### src/rtl/key_state_tracker.sv
// PS/2 set-2 scan-code decoder that keeps a held/pressed/released map of seven game controls.
// Define KEYSTATE_PREFIX_TIMEOUT_EN to compile in the abandon-stale-prefix timeout.
module key_state_tracker #(
   parameter int unsigned PREFIX_TIMEOUT = 2_000_000
) (
   input  logic       clk,
   input  logic       rst,
   input  logic       code_valid,
   input  logic [7:0] code,
   input  logic       frame_tick,
   output logic [6:0] held,
   output logic [6:0] press_pulse,
   output logic [6:0] release_pulse,
   output logic [6:0] pressed,
   output logic [6:0] released
);

   typedef enum logic [1:0] {IDLE, EXT, BRK, EXT_BRK} state_e;

   localparam logic [7:0] CODE_EXT = 8'hE0;
   localparam logic [7:0] CODE_BRK = 8'hF0;

   state_e     state_q, state_d;
   logic [6:0] held_q, held_d;
   logic [6:0] press_q, press_d;
   logic [6:0] release_q, release_d;
   logic [6:0] pressed_q, pressed_d;
   logic [6:0] released_q, released_d;
   logic       make, brk, ext;
   logic [6:0] key_hit;

   // Exact (ext, byte) match; anything unmapped yields an empty mask.
   function automatic logic [6:0] key_mask(input logic ext_i, input logic [7:0] byte_i);
      logic [6:0] m;
      m = '0;
      case ({ext_i, byte_i})
         9'h16B:  m = 7'b000_0001;
         9'h174:  m = 7'b000_0010;
         9'h175:  m = 7'b000_0100;
         9'h172:  m = 7'b000_1000;
         9'h012:  m = 7'b001_0000;
         9'h01A:  m = 7'b010_0000;
         9'h02D:  m = 7'b100_0000;
         default: m = '0;
      endcase
      return m;
   endfunction

`ifdef KEYSTATE_PREFIX_TIMEOUT_EN
   localparam int CNT_W = $clog2(PREFIX_TIMEOUT + 1);
   logic [CNT_W-1:0] tmo_cnt_q, tmo_cnt_d;
   logic             tmo_expired;

   assign tmo_cnt_d   = (code_valid || state_q == IDLE) ? '0 : tmo_cnt_q + 1'b1;
   assign tmo_expired = (state_q != IDLE) && (tmo_cnt_q == CNT_W'(PREFIX_TIMEOUT - 1));

   always_ff @(posedge clk) begin
      if (rst) tmo_cnt_q <= '0;
      else     tmo_cnt_q <= tmo_cnt_d;
   end
`endif

   // NOTE: sequential state uses non-blocking assignments so every register samples pre-edge values.
   always_ff @(posedge clk) begin
      if (rst) state_q <= IDLE;
      else     state_q <= state_d;
   end

   // NOTE: every combinational output gets a default first, so no path can infer a latch.
   always_comb begin
      state_d = state_q;
      if (code_valid) begin
         case (state_q)
            IDLE:    state_d = (code == CODE_EXT) ? EXT : (code == CODE_BRK) ? BRK : IDLE;
            EXT:     state_d = (code == CODE_EXT) ? EXT : (code == CODE_BRK) ? EXT_BRK : IDLE;
            BRK:     state_d = (code == CODE_EXT) ? EXT : (code == CODE_BRK) ? BRK : IDLE;
            EXT_BRK: state_d = (code == CODE_EXT) ? EXT : (code == CODE_BRK) ? EXT_BRK : IDLE;
            default: state_d = IDLE;
         endcase
      end
`ifdef KEYSTATE_PREFIX_TIMEOUT_EN
      else if (tmo_expired) begin
         state_d = IDLE;
      end
`endif
   end

   // A non-prefix byte completes a make or break in the current state.
   always_comb begin
      make    = 1'b0;
      brk     = 1'b0;
      ext     = (state_q == EXT) || (state_q == EXT_BRK);
      key_hit = '0;
      if (code_valid && code != CODE_EXT && code != CODE_BRK) begin
         make    = (state_q == IDLE) || (state_q == EXT);
         brk     = (state_q == BRK)  || (state_q == EXT_BRK);
         key_hit = key_mask(ext, code);
      end
   end

   always_comb begin
      held_d = held_q;
      if (make)     held_d = held_q | key_hit;
      else if (brk) held_d = held_q & ~key_hit;
      press_d    = held_d & ~held_q;
      release_d  = held_q & ~held_d;
      // A new edge in the same cycle as frame_tick keeps its sticky flag.
      pressed_d  = (frame_tick ? 7'h00 : pressed_q)  | press_d;
      released_d = (frame_tick ? 7'h00 : released_q) | release_d;
   end

   always_ff @(posedge clk) begin
      if (rst) begin
         held_q     <= '0;
         press_q    <= '0;
         release_q  <= '0;
         pressed_q  <= '0;
         released_q <= '0;
      end else begin
         held_q     <= held_d;
         press_q    <= press_d;
         release_q  <= release_d;
         pressed_q  <= pressed_d;
         released_q <= released_d;
      end
   end

   assign held          = held_q;
   assign press_pulse   = press_q;
   assign release_pulse = release_q;
   assign pressed       = pressed_q;
   assign released      = released_q;

endmodule

### config.mk
export PLATFORM = sky130hd
export DESIGN_NAME = key_state_tracker
export DESIGN_NICKNAME = d
export VERILOG_FILES = /design/src/rtl/key_state_tracker.sv
export SDC_FILE = /design/constraint.sdc
export NUM_CORES = 1
export LEC_CHECK = 0
export BUFFER_PORTS_ARGS = -buffer_cell sky130_fd_sc_hd__buf_4
export CAP_MARGIN = 25
export CORE_UTILIZATION = 44
export CTS_CLUSTER_SIZE = 10
export DETAILED_ROUTE_END_ITERATION = 8
export PLACE_DENSITY = 0.74
export SKIP_LAST_GASP = 1
export SYNTH_ARGS = -nofsm -noshare
export SYNTH_HDL_FRONTEND = slang
export SYNTH_SLANG_ARGS = --single-unit
export TNS_END_PERCENT = 5
### constraint.sdc
create_clock -name clk -period 1.29 [get_ports clk]
set_clock_uncertainty 0.2 [all_clocks]
set_input_delay 0.129 -clock clk [delete_from_list [all_inputs] [get_ports clk]]
set_output_delay 0.129 -clock clk [all_outputs]
set_load 0.01 [all_outputs]
=== Yosys cells after proc, flatten, opt, wreduce, memory -nomap -nowiden ===
Cells that the tools add are included.

* Bits in registers: 37
* Bits of input ports: 12
* Output and inout bits: 35
* Word-level logic and storage cells: 50

* Equal/unequal tests: 14
* Multiplexer cells: 13
* Bitwise logic cells: 9
* Reductions and logical operators: 8

{| class="wikitable"
|+ Operator list
! kind !! number
|-
| one-hot mux 7 bit (7 select lines) || 1
|-
| == test 9 bit, second input constant || 4
|-
| two-way mux 7 bit || 5
|-
| bitwise AND 7 bit || 3
|-
| inverter 7 bit || 3
|-
| OR 7 bit || 3
|-
| == test 9 x 5 -> 1 bit, second input constant || 2
|-
| == test 8 bit, second input constant || 2
|-
| != test 8 bit, second input constant || 2
|-
| == test 9 x 6 -> 1 bit, second input constant || 1
|-
| two-way mux 2 bit || 4
|-
| == test 2 bit, second input constant || 2
|-
| one-hot mux 2 bit (2 select lines) || 1
|-
| OR reduction 2 bit || 2
|-
| logical OR 1 bit || 3
|-
| == test 2 x 1 -> 1 bit, second input constant || 1
|-
| logical AND 1 bit || 2
|-
| zero test 2 bit || 1
|-
| two-way mux 1 bit || 2
|}

=== Logic depth before layout (Yosys ltp) ===
Gate-level depths: netlist of the first run.

* Depth in word-level cells: 12
* Depth in mapped cells: 5
* Depth with buffers taken out: 3

=== Worst setup path after synthesis of the first run ===
OpenSTA, ideal clock, no wires.

* Path kind: reg2reg
* Start point: register state_q[1]
* End point: register pressed_q[3], in the netlist pressed[3]
* Library setup time: 0.096 ns
* Arrival time: 1.031 ns
* Data required time: 0.994 ns
* Slack: -0.037 ns
* Cell stages (with the launch flop): 4
* Path buffers: 1
* Period minus slack after synthesis: 1.327 ns
* Cell sequence: dfxtp_1 -> or2_2 -> buf_6 -> o41ai_2

* Cells in the longest elaborated chain, start to end: 11
* Elaborated cells between the ends (all ways): 25
* Those cells by class: eq/ne: 10; mux: 6; bitwise: 5; reduce/logical: 4

{| class="wikitable"
|+ RTL lines
! what !! line !! source
|-
| start: declaration || 23 || <nowiki>state_e state_q, state_d;</nowiki>
|-
| start signal: assignment || 66 || <nowiki>else state_q <= state_d;</nowiki>
|-
| == test 2 x 1 -> 1 bit / == test 2 bit (equally long branches) || 92, 95, 96 ||
|-
| logical OR 1 bit || 92 || <nowiki>ext = (state_q == EXT) || (state_q == EXT_BRK);</nowiki>
|-
| == test 9 x 6 -> 1 bit (tied with other cells) || 36 || <nowiki>case ({ext_i, byte_i})</nowiki>
|-
| one-hot mux 7 bit (7 select lines) || 36 ||
|-
| two-way mux 7 bit || 94 || <nowiki>if (code_valid && code != CODE_EXT && code != CODE_BRK) begin</nowiki>
|-
| inverter 7 bit || 104 || <nowiki>else if (brk) held_d = held_q & ~key_hit;</nowiki>
|-
| bitwise AND 7 bit || 104 ||
|-
| two-way mux 7 bit || 104 ||
|-
| two-way mux 7 bit * || 103 || <nowiki>if (make) held_d = held_q | key_hit;</nowiki>
|-
| bitwise AND 7 bit * || 105 || <nowiki>press_d = held_d & ~held_q;</nowiki>
|-
| OR 7 bit * || 108 || <nowiki>pressed_d = (frame_tick ? 7'h00 : pressed_q) | press_d;</nowiki>
|-
| end signal: assignment || 123 || <nowiki>pressed_q <= pressed_d;</nowiki>
|-
| end: declaration || 27 || <nowiki>logic [6:0] pressed_q, pressed_d;</nowiki>
|}

Mark *: on every way between the ends. The rest lies on a longest branch, timed or not.
A chain may end at the register's enable or synchronous reset.

=== Worst setup path after layout of the first run ===
* Start point: register state_q[0]
* End point: register pressed_q[4], in the netlist pressed[4]

The elaborated chain is that of the path after synthesis.

==> results.toml, run 1 <==
[status]
outcome = "complete, but fails checks"
violations = "negative hold slack, negative setup slack"

[logic_synthesis]
synth-edff-count = 0
ys_ff_latch = 37
yosysUniqueCellTypes = 37
synth_top_flop_cell = "dfxtp_1"
synthesis.nets = 147
seq_area_frac_synth = 0.518
avgSynthCellArea_um2 = 10.6
synthArstFlopShare = 0
ys.warnings.count = 0
netlist_area_um2 = 1430
synthCells = 135

[timing]
post-route-period-util = 1.04
setup_viol = 12
hold_viol_final = 6
fmax_ghz = 0.746
finalWorstSetupSlack_ns = -0.0503
worst_pin_slew_ns = 0.347
slew-limit-headroom = 0.765
drv_slew = 0
period_needed_ns = 1.34
rsz0062_at_grt = "true"
whs_ns = -0.0789

[worst_setup_path]
r2r_cells = 3
crit_required_ns = 1.34
cpMaxStageDelayCell = "dfxtp_2"
r2r_start = "state_q[0]"
critPathLaunchType = "register"
crit_fanout = 4
reg2reg_to = "pressed[4]"
crit_type = "reg2reg"
r2r_setup_slack_ns = -0.05
cp-end-kind = "register"
critPathBufInv = 0
cpLargestDelayFamily = "simple AND/OR/NAND/NOR gates"
crit_arrival_ns = 1.40
cp-endpoint = "pressed[4]"
slowest_delay_ns = 0.36
cp.depth = 3
startpoint = "state_q[0]"
crit_chain = "nor3b_4 -> nand4b_1 -> o31ai_2"

[placed_design]
placed_area_um2 = 1860
hpwlAfterDp_um = 2300
place.gp.congestion = 0.888
portBuffers = 46

[power_and_ir_drop]
powerDensity_nw_per_um2 = 1050
vdd_drop_max_mv = 0.627
power_mw = 2.12
leakagePower_nw = 0.900

[grt]
antenna_found_initial = 0
use_met3 = 0.0590
busiest_layer = "met2"
grt_pass1_wl_um = 5110
grt_max_degree = 22
grtUsageMet1 = 0.258
grt.total_usage = 0.199
grt_use_met2 = 0.312
overflow = 0
first_global_vias = 1118

[clock_network]
clockRootBuffer = "clkbuf_4"
cts_buffer_depth = 2
cts_buffers = 5
clk_latency_ns = 0.34
numClockSinks = 37
cts_max_level = 2
cts_tree = "built"
clkTransAtPathRegs_ns = 0.11

[die]
die-area_um2 = 3480
start_util = 0.465
io_pins = 47
fp.dieH_um = 59.0
num_rows = 20
dieWidth_um = 59.0
core-area_um2 = 3080

[routing]
ant_nets = 0
detail_route.wl_per_cell_um = 13.4
drt-vias-per-instance = 5.14
dr.first_iter.drc_count = 21
drcViolationCount = 0
totalWireLength_um = 3230
drtPass1Iterations = 4
vias = 1239

[layout]
layout-drive-gt1-share = 0.386
nets = 208
num_antenna_cells = 0
area_growth_pct = 40.9
stdcell_area_um2 = 2010
final_cell_mix = "buf_4 (53), dfxtp_1 (36), nand2_1 (16), nand2b_1 (9), mux2i_1 (7)"
layout_commonest_cell = "buf_4"

[job]
maxCapViolCount = 0

[hold_path]
holdCritPathClass = "in2reg"
-- cells in the mapped netlist, types with 2 or more instances --
cell type  instances  share of area
a21oi_1            2         0.0070
o41ai_2            2          0.023
mux2i_1            7          0.049
and3_1             4          0.017
nand3_1            5          0.017
o31ai_2            4          0.035
nor2b_1            3          0.013
nor3b_1            3          0.016
nand2_1           16          0.042
nor3_1             4          0.014
nand4_1            2         0.0087
inv_1              2         0.0053
buf_2              2         0.0070
nand2b_1           9          0.039
dfxtp_1           37           0.52
o21ai_0            2         0.0070
nor4_1             3          0.013
a32o_1             3          0.021
nand4_2            2          0.017
nor2_1             5          0.013
clkbuf_1           2         0.0053
-- worst register-to-register path: stages (launching register included) --
cell and delay (ns):
dfxtp_2 0.36, nor3b_4 0.23, nand4b_1 0.25, o31ai_2 0.22
-- stage by stage --
step / setup TNS, ns / hold WS [ns] / std cells / setup WS, ns / utilization
after floorplan: -0.0601 / 0.0256 / 135 / -0.0200 / -
after global placement: -0.697 / 0.146 / 227 / -0.0642 / 0.603
after detailed placement: -1.86 / 0.154 / 227 / -0.145 / 0.603
after CTS: -0.444 / -0.0936 / 240 / -0.0540 / 0.651
after global routing: -2.51 / -0.0830 / 241 / -0.168 / 0.654
final: -0.360 / -0.0789 / 241 / -0.0503 / 0.654
-- power by group --
part           internal, mW  leakage, nW  switching (mW)
Combinational        0.0720        0.556          0.0729
Clock                 0.463       0.0455           0.366
Sequential             1.14        0.298         0.00192
-- registers in the layout (all words and copies together), names as in the netlist --
name	cells
press_pulse	7
held	7
released	7
state_q	2
pressed	7
release_pulse	7
-- cell type report --
class                           instances  area [um^2]
Clock buffer                            7         55.1
Clock inverter                          1         30.0
Fill cell                             272         1060
Inverter                                2         7.51
Multi-Input combinational cell         91          667
Sequential cell                        37          742
Tap cell                               44         55.1
Timing Repair Buffer                   59          458
-- cells by family after synthesis --
logic type / Yosys count / share of synthesized area
simple gates: 67 / 0.295
flops: 37 / 0.518
compound gates: 17 / 0.113
mux: 7 / 0.0490
buf+inv: 7 / 0.0254
-- routing by layer --
layer,up-vias,wire length (um)
met5,-,0
met4,0,51
met3,6,132
met2,31,1530
met1,591,1520
li1,611,-
-- what timing repair did --
item / CTS / global route
gates resized for setup: 4 / 0
hold endpoints to repair: 12 / 9
hold buffers: 5 / 1
pin swaps: 2 / 0
buffers inserted: 0 / 0
setup endpoints to repair: 33 / 34
gates cloned: 0 / 0
-- worst min path at each step --
stage / startpoint / cells past startpoint / slack [ns] / end
floorplan: code_valid / 1 / 0.03 / state_q[0]
global placement: code_valid / 2 / 0.15 / state_q[0]
detailed placement: code_valid / 2 / 0.15 / state_q[0]
CTS: code[1] / 4 / -0.09 / state_q[0]
global route: code[1] / 4 / -0.08 / state_q[0]
finish: code[1] / 4 / -0.08 / state_q[0]
No activity file was read; power rests on OpenSTA's default activity.
==> run 2: changes to the inputs <==
--- a/config.mk
+++ b/config.mk
@@ -7,10 +7,11 @@
 export LEC_CHECK = 0
 export BUFFER_PORTS_ARGS = -buffer_cell sky130_fd_sc_hd__buf_4
 export CAP_MARGIN = 25
-export CORE_UTILIZATION = 44
+export CORE_UTILIZATION = 40
 export CTS_CLUSTER_SIZE = 10
 export DETAILED_ROUTE_END_ITERATION = 8
-export PLACE_DENSITY = 0.74
+export PLACE_DENSITY = 0.68
+export REMOVE_ABC_BUFFERS = 1
 export SKIP_LAST_GASP = 1
 export SYNTH_ARGS = -nofsm -noshare
 export SYNTH_HDL_FRONTEND = slang
==> results.toml, run 2 (synthesized netlist as in run 1, its figures left out) <==
[timing]
hold_viol_final = 8
rsz0062_at_grt = "true"
post-route-period-util = 1.07
tns_ns = -0.661
period_needed_ns = 1.38
finalWorstSetupSlack_ns = -0.0865
slew-limit-headroom = 0.722
drv_slew = 0
fmax_ghz = 0.726
worst_pin_slew_ns = 0.411
whs_ns = -0.0607
setup_viol = 18

[layout]
nets = 219
fin_util = 0.611
num_antenna_cells = 0
layout-drive-gt1-share = 0.433
layout_commonest_cell = "buf_4"
final_cell_mix = "buf_4 (66), dfxtp_1 (36), nand2_1 (16), nand2b_1 (9), mux2i_1 (7)"
area_growth_pct = 44.8

[power_and_ir_drop]
leakagePower_nw = 0.940
powerDensity_nw_per_um2 = 907
vdd_drop_max_mv = 0.682

[clock_network]
cts_max_level = 2
hold_buffers = 4
numClockSinks = 37
clkTransAtPathRegs_ns = 0.11
cts_buffer_depth = 2
clockRootBuffer = "clkbuf_4"
cts_buffers = 5
cts_tree = "built"
clk_latency_ns = 0.33

[die]
start_util = 0.422
dieWidth_um = 61.8
die-area_um2 = 3820
io_pins = 47
fp.dieH_um = 61.8
num_rows = 21
core-area_um2 = 3390

[grt]
grt_pass1_wl_um = 5320
antenna_found_initial = 0
first_global_vias = 1173
overflow = 0
grt_max_degree = 12
grt.total_usage = 0.195

[worst_setup_path]
r2r_cells = 3
crit_chain = "nor3b_4 -> nand4b_1 -> o31ai_2"
crit_fanout = 4
crit_type = "reg2reg"
crit_required_ns = 1.34
crit_arrival_ns = 1.43
startpoint = "state_q[0]"
cp-end-kind = "register"
critPathLaunchType = "register"
r2r_start = "state_q[0]"
cp-endpoint = "pressed[4]"
cpMaxStageDelayCell = "dfxtp_2"
slowest_delay_ns = 0.35
reg2reg_to = "pressed[4]"
r2r_setup_slack_ns = -0.09

[placed_design]
place.gp.congestion = 0.798
hpwlAfterDp_um = 2550
portBuffers = 46

[job]
maxCapViolCount = 0

[status]
violations = "negative hold slack, negative setup slack"
outcome = "complete, but fails checks"

[routing]
vias = 1262
totalWireLength_um = 3330
drtPass1Iterations = 4
drt-vias-per-instance = 4.97
detail_route.wl_per_cell_um = 13.1
dr.first_iter.drc_count = 47
ant_nets = 0
drcViolationCount = 0

[hold_path]
holdCritPathClass = "in2reg"
==> run 2: power breakdown <==
group | switching, mW | internal (mW) | total (mW) | leakage (nW)
Combinational | 0.0775 | 0.0875 | 0.165 | 0.610
Sequential | 0.00184 | 1.14 | 1.15 | 0.298
Clock | 0.360 | 0.208 | 0.567 | 0.0320
==> run 2: layout make-up <==
cell class | count | area, um^2
inverter | 2 | 7.51
clock inverter | 2 | 10.0
sequential | 37 | 742
multi-input combinational | 91 | 677
timing repair buffer | 70 | 536
tap | 46 | 57.6
fill | 293 | 1320
clock buffer | 6 | 41.3
==> run 2: worst min path at each step <==
stage	start	end	slack, ns	depth (start not counted)
6_report	code[6]	released[4]	-0.06	4
3_3_place_gp	code_valid	state_q[0]	0.23	3
4_1_cts	code[6]	released[4]	-0.07	4
3_5_place_dp	released[0]	released[0]	0.24	2
5_1_grt	code[6]	released[4]	-0.05	4
2_1_floorplan	rst	state_q[1]	-0.002	1
==> run 2: what timing repair did <==
action	CTS	global route
pin swaps	2	2
gates resized for setup	3	4
buffers inserted	0	1
endpoints found under the hold margin	12	5
endpoints found under the setup margin	33	42
==> run 2: critical path, delay by kind of cell (launching register included) <==
family | cells | cell delay, ns
AOI/OAI and AO/OA | 1 | 0.25
DFF | 1 | 0.35
and+or+nand+nor | 2 | 0.49
==> run 2: routing by layer <==
layer	vias to the layer above	wire length, um	global-route usage
li1	633	-	-
met1	596	1500	0.247
met2	28	1660	0.309
met3	5	109	0.0600
met4	0	62	0.0825
met5	-	0	0
==> run 2: stage by stage <==
step | setup slack, ns | hold WS [ns] | total power [mW] | cells | cell area [um^2]
6_report | -0.0865 | -0.0607 | 1.88 | 254 | 2070
5_1_grt | -0.191 | -0.0514 | 1.95 | 254 | 2070
4_1_cts | -0.103 | -0.0737 | 1.89 | 253 | 2050
3_5_place_dp | -0.148 | 0.240 | 1.32 | 241 | 1950
3_3_place_gp | -0.0775 | 0.234 | 1.32 | 241 | 1950
2_1_floorplan | -0.0459 | -0.00193 | 1.22 | 130 | 1400
==> run 3: changes to the inputs <==
--- a/config.mk
+++ b/config.mk
@@ -7,6 +7,7 @@
 export LEC_CHECK = 0
 export BUFFER_PORTS_ARGS = -buffer_cell sky130_fd_sc_hd__buf_4
 export CAP_MARGIN = 25
+export CORE_ASPECT_RATIO = 1.75
 export CORE_UTILIZATION = 40
 export CTS_CLUSTER_SIZE = 10
 export DETAILED_ROUTE_END_ITERATION = 8
==> results.toml, run 3 (synthesized netlist as in run 1, its figures left out) <==
[timing]
setup_viol = 11
finalWorstSetupSlack_ns = -0.0539
rsz0062_at_grt = "true"
worst_pin_slew_ns = 0.447
slew-limit-headroom = 0.701
hold_viol_final = 1
whs_ns = -0.00355
fmax_ghz = 0.744
period_needed_ns = 1.34
drv_slew = 0
post-route-period-util = 1.04

[layout]
nets = 214
stdcell_area_um2 = 2100
layout_commonest_cell = "buf_4"
final_cell_mix = "buf_4 (60), dfxtp_1 (36), nand2_1 (16), nand2b_1 (9), mux2i_1 (7)"
num_antenna_cells = 0
area_growth_pct = 47.1
layout-drive-gt1-share = 0.419
fin_util = 0.619

[grt]
grt_pass1_wl_um = 5480
first_global_vias = 1219
grt_max_degree = 13
overflow = 0
grt.total_usage = 0.207
antenna_found_initial = 0

[die]
core-area_um2 = 3400
die-area_um2 = 3830
io_pins = 47
dieWidth_um = 47.2
fp.dieH_um = 81.1
start_util = 0.421
num_rows = 28

[worst_setup_path]
crit_required_ns = 1.30
slowest_delay_ns = 0.35
crit_chain = "nor3b_4 -> nand4b_1 -> o31ai_2"
cp-end-kind = "register"
crit_arrival_ns = 1.36
crit_type = "reg2reg"
cpMaxStageDelayCell = "dfxtp_2"
critPathBufInv = 0
critPathLaunchType = "register"
cpLargestDelayFamily = "simple AND/OR/NAND/NOR gates"
crit_fanout = 4

[clock_network]
clk_latency_ns = 0.29
cts_buffer_depth = 2
numClockSinks = 37
cts_max_level = 2
clockRootBuffer = "clkbuf_8"
clkTransAtPathRegs_ns = 0.08
cts_buffers = 5
cts_tree = "built"

[hold_path]
holdCritPathClass = "in2reg"

[status]
violations = "negative hold slack, negative setup slack"
outcome = "complete, but fails checks"

[power_and_ir_drop]
powerDensity_nw_per_um2 = 1110
vdd_drop_max_mv = 0.920
leakagePower_nw = 0.951

[routing]
drcViolationCount = 0
drtPass1Iterations = 4
vias = 1264
totalWireLength_um = 3410
detail_route.wl_per_cell_um = 13.8
ant_nets = 0
dr.first_iter.drc_count = 18
drt-vias-per-instance = 5.10

[placed_design]
placed_area_um2 = 1930
hpwlAfterDp_um = 2540
portBuffers = 46
place.gp.congestion = 0.746

[job]
maxCapViolCount = 0
## run 3: changes by cell type in the layout (fill, tap and decap cells not counted), sizes merged
cell and change:
clkinv -2, bufinv +1, clkinvlp +1, buf -5
## run 3: power breakdown
group / internal [mW] / switching, mW / total (mW)
clock network: 0.628 / 0.409 / 1.04
logic: 0.0830 / 0.0747 / 0.158
registers: 1.14 / 0.00213 / 1.15
total: 1.85 / 0.485 / 2.34
## run 3: worst min-delay path, cell delays in order
cell and delay [ns]:
buf_4 0.12, nor4bb_1 0.07, nand2_1 0.07, a211oi_1 0.06
## run 3: layer usage
metal  vias to the layer above  global-route usage  share of wire
met5                         -                   0              0
met4                         0               0.117          0.030
met3                         8              0.0644          0.043
met2                        35               0.358           0.55
met1                       600               0.205           0.37
li1                        621                   -              -
## run 3: final timing paths
check                                  from     endpoint  slack, ns  cells past startpoint
worst max register to register   state_q[0]   pressed[4]      -0.05                      3
worst min register to register  released[0]  released[0]       0.26                      2
worst max-delay path             state_q[0]   pressed[4]      -0.05                      3
worst min-delay path                code[1]   state_q[0]     -0.004                      4
## run 3: what timing repair did
item	CTS	global route
endpoints found under the hold margin	3	0
hold buffers	4	0
setup buffers	0	0
resized for setup	5	0
pin swaps	3	1
setup endpoints to repair	32	28
## run 3: metrics by stage
step | TNS (ns) | std cells | setup WS, ns | total power [mW]
after floorplan | -0.131 | 130 | -0.0459 | 1.22
after global placement | -0.884 | 236 | -0.0714 | 1.31
after detailed placement | -2.11 | 236 | -0.121 | 1.31
after CTS | -0.266 | 248 | -0.0515 | 2.37
after global routing | -1.44 | 248 | -0.131 | 2.43
final | -0.374 | 248 | -0.0539 | 2.34
## run 3: area by class of cell
type | count | area (um^2)
Fill cell | 306 | 1290
Sequential cell | 37 | 742
Multi-Input combinational cell | 91 | 667
Timing Repair Buffer | 65 | 510
Clock buffer | 6 | 82.6
Tap cell | 45 | 56.3
Clock inverter | 2 | 37.5
Inverter | 2 | 7.51
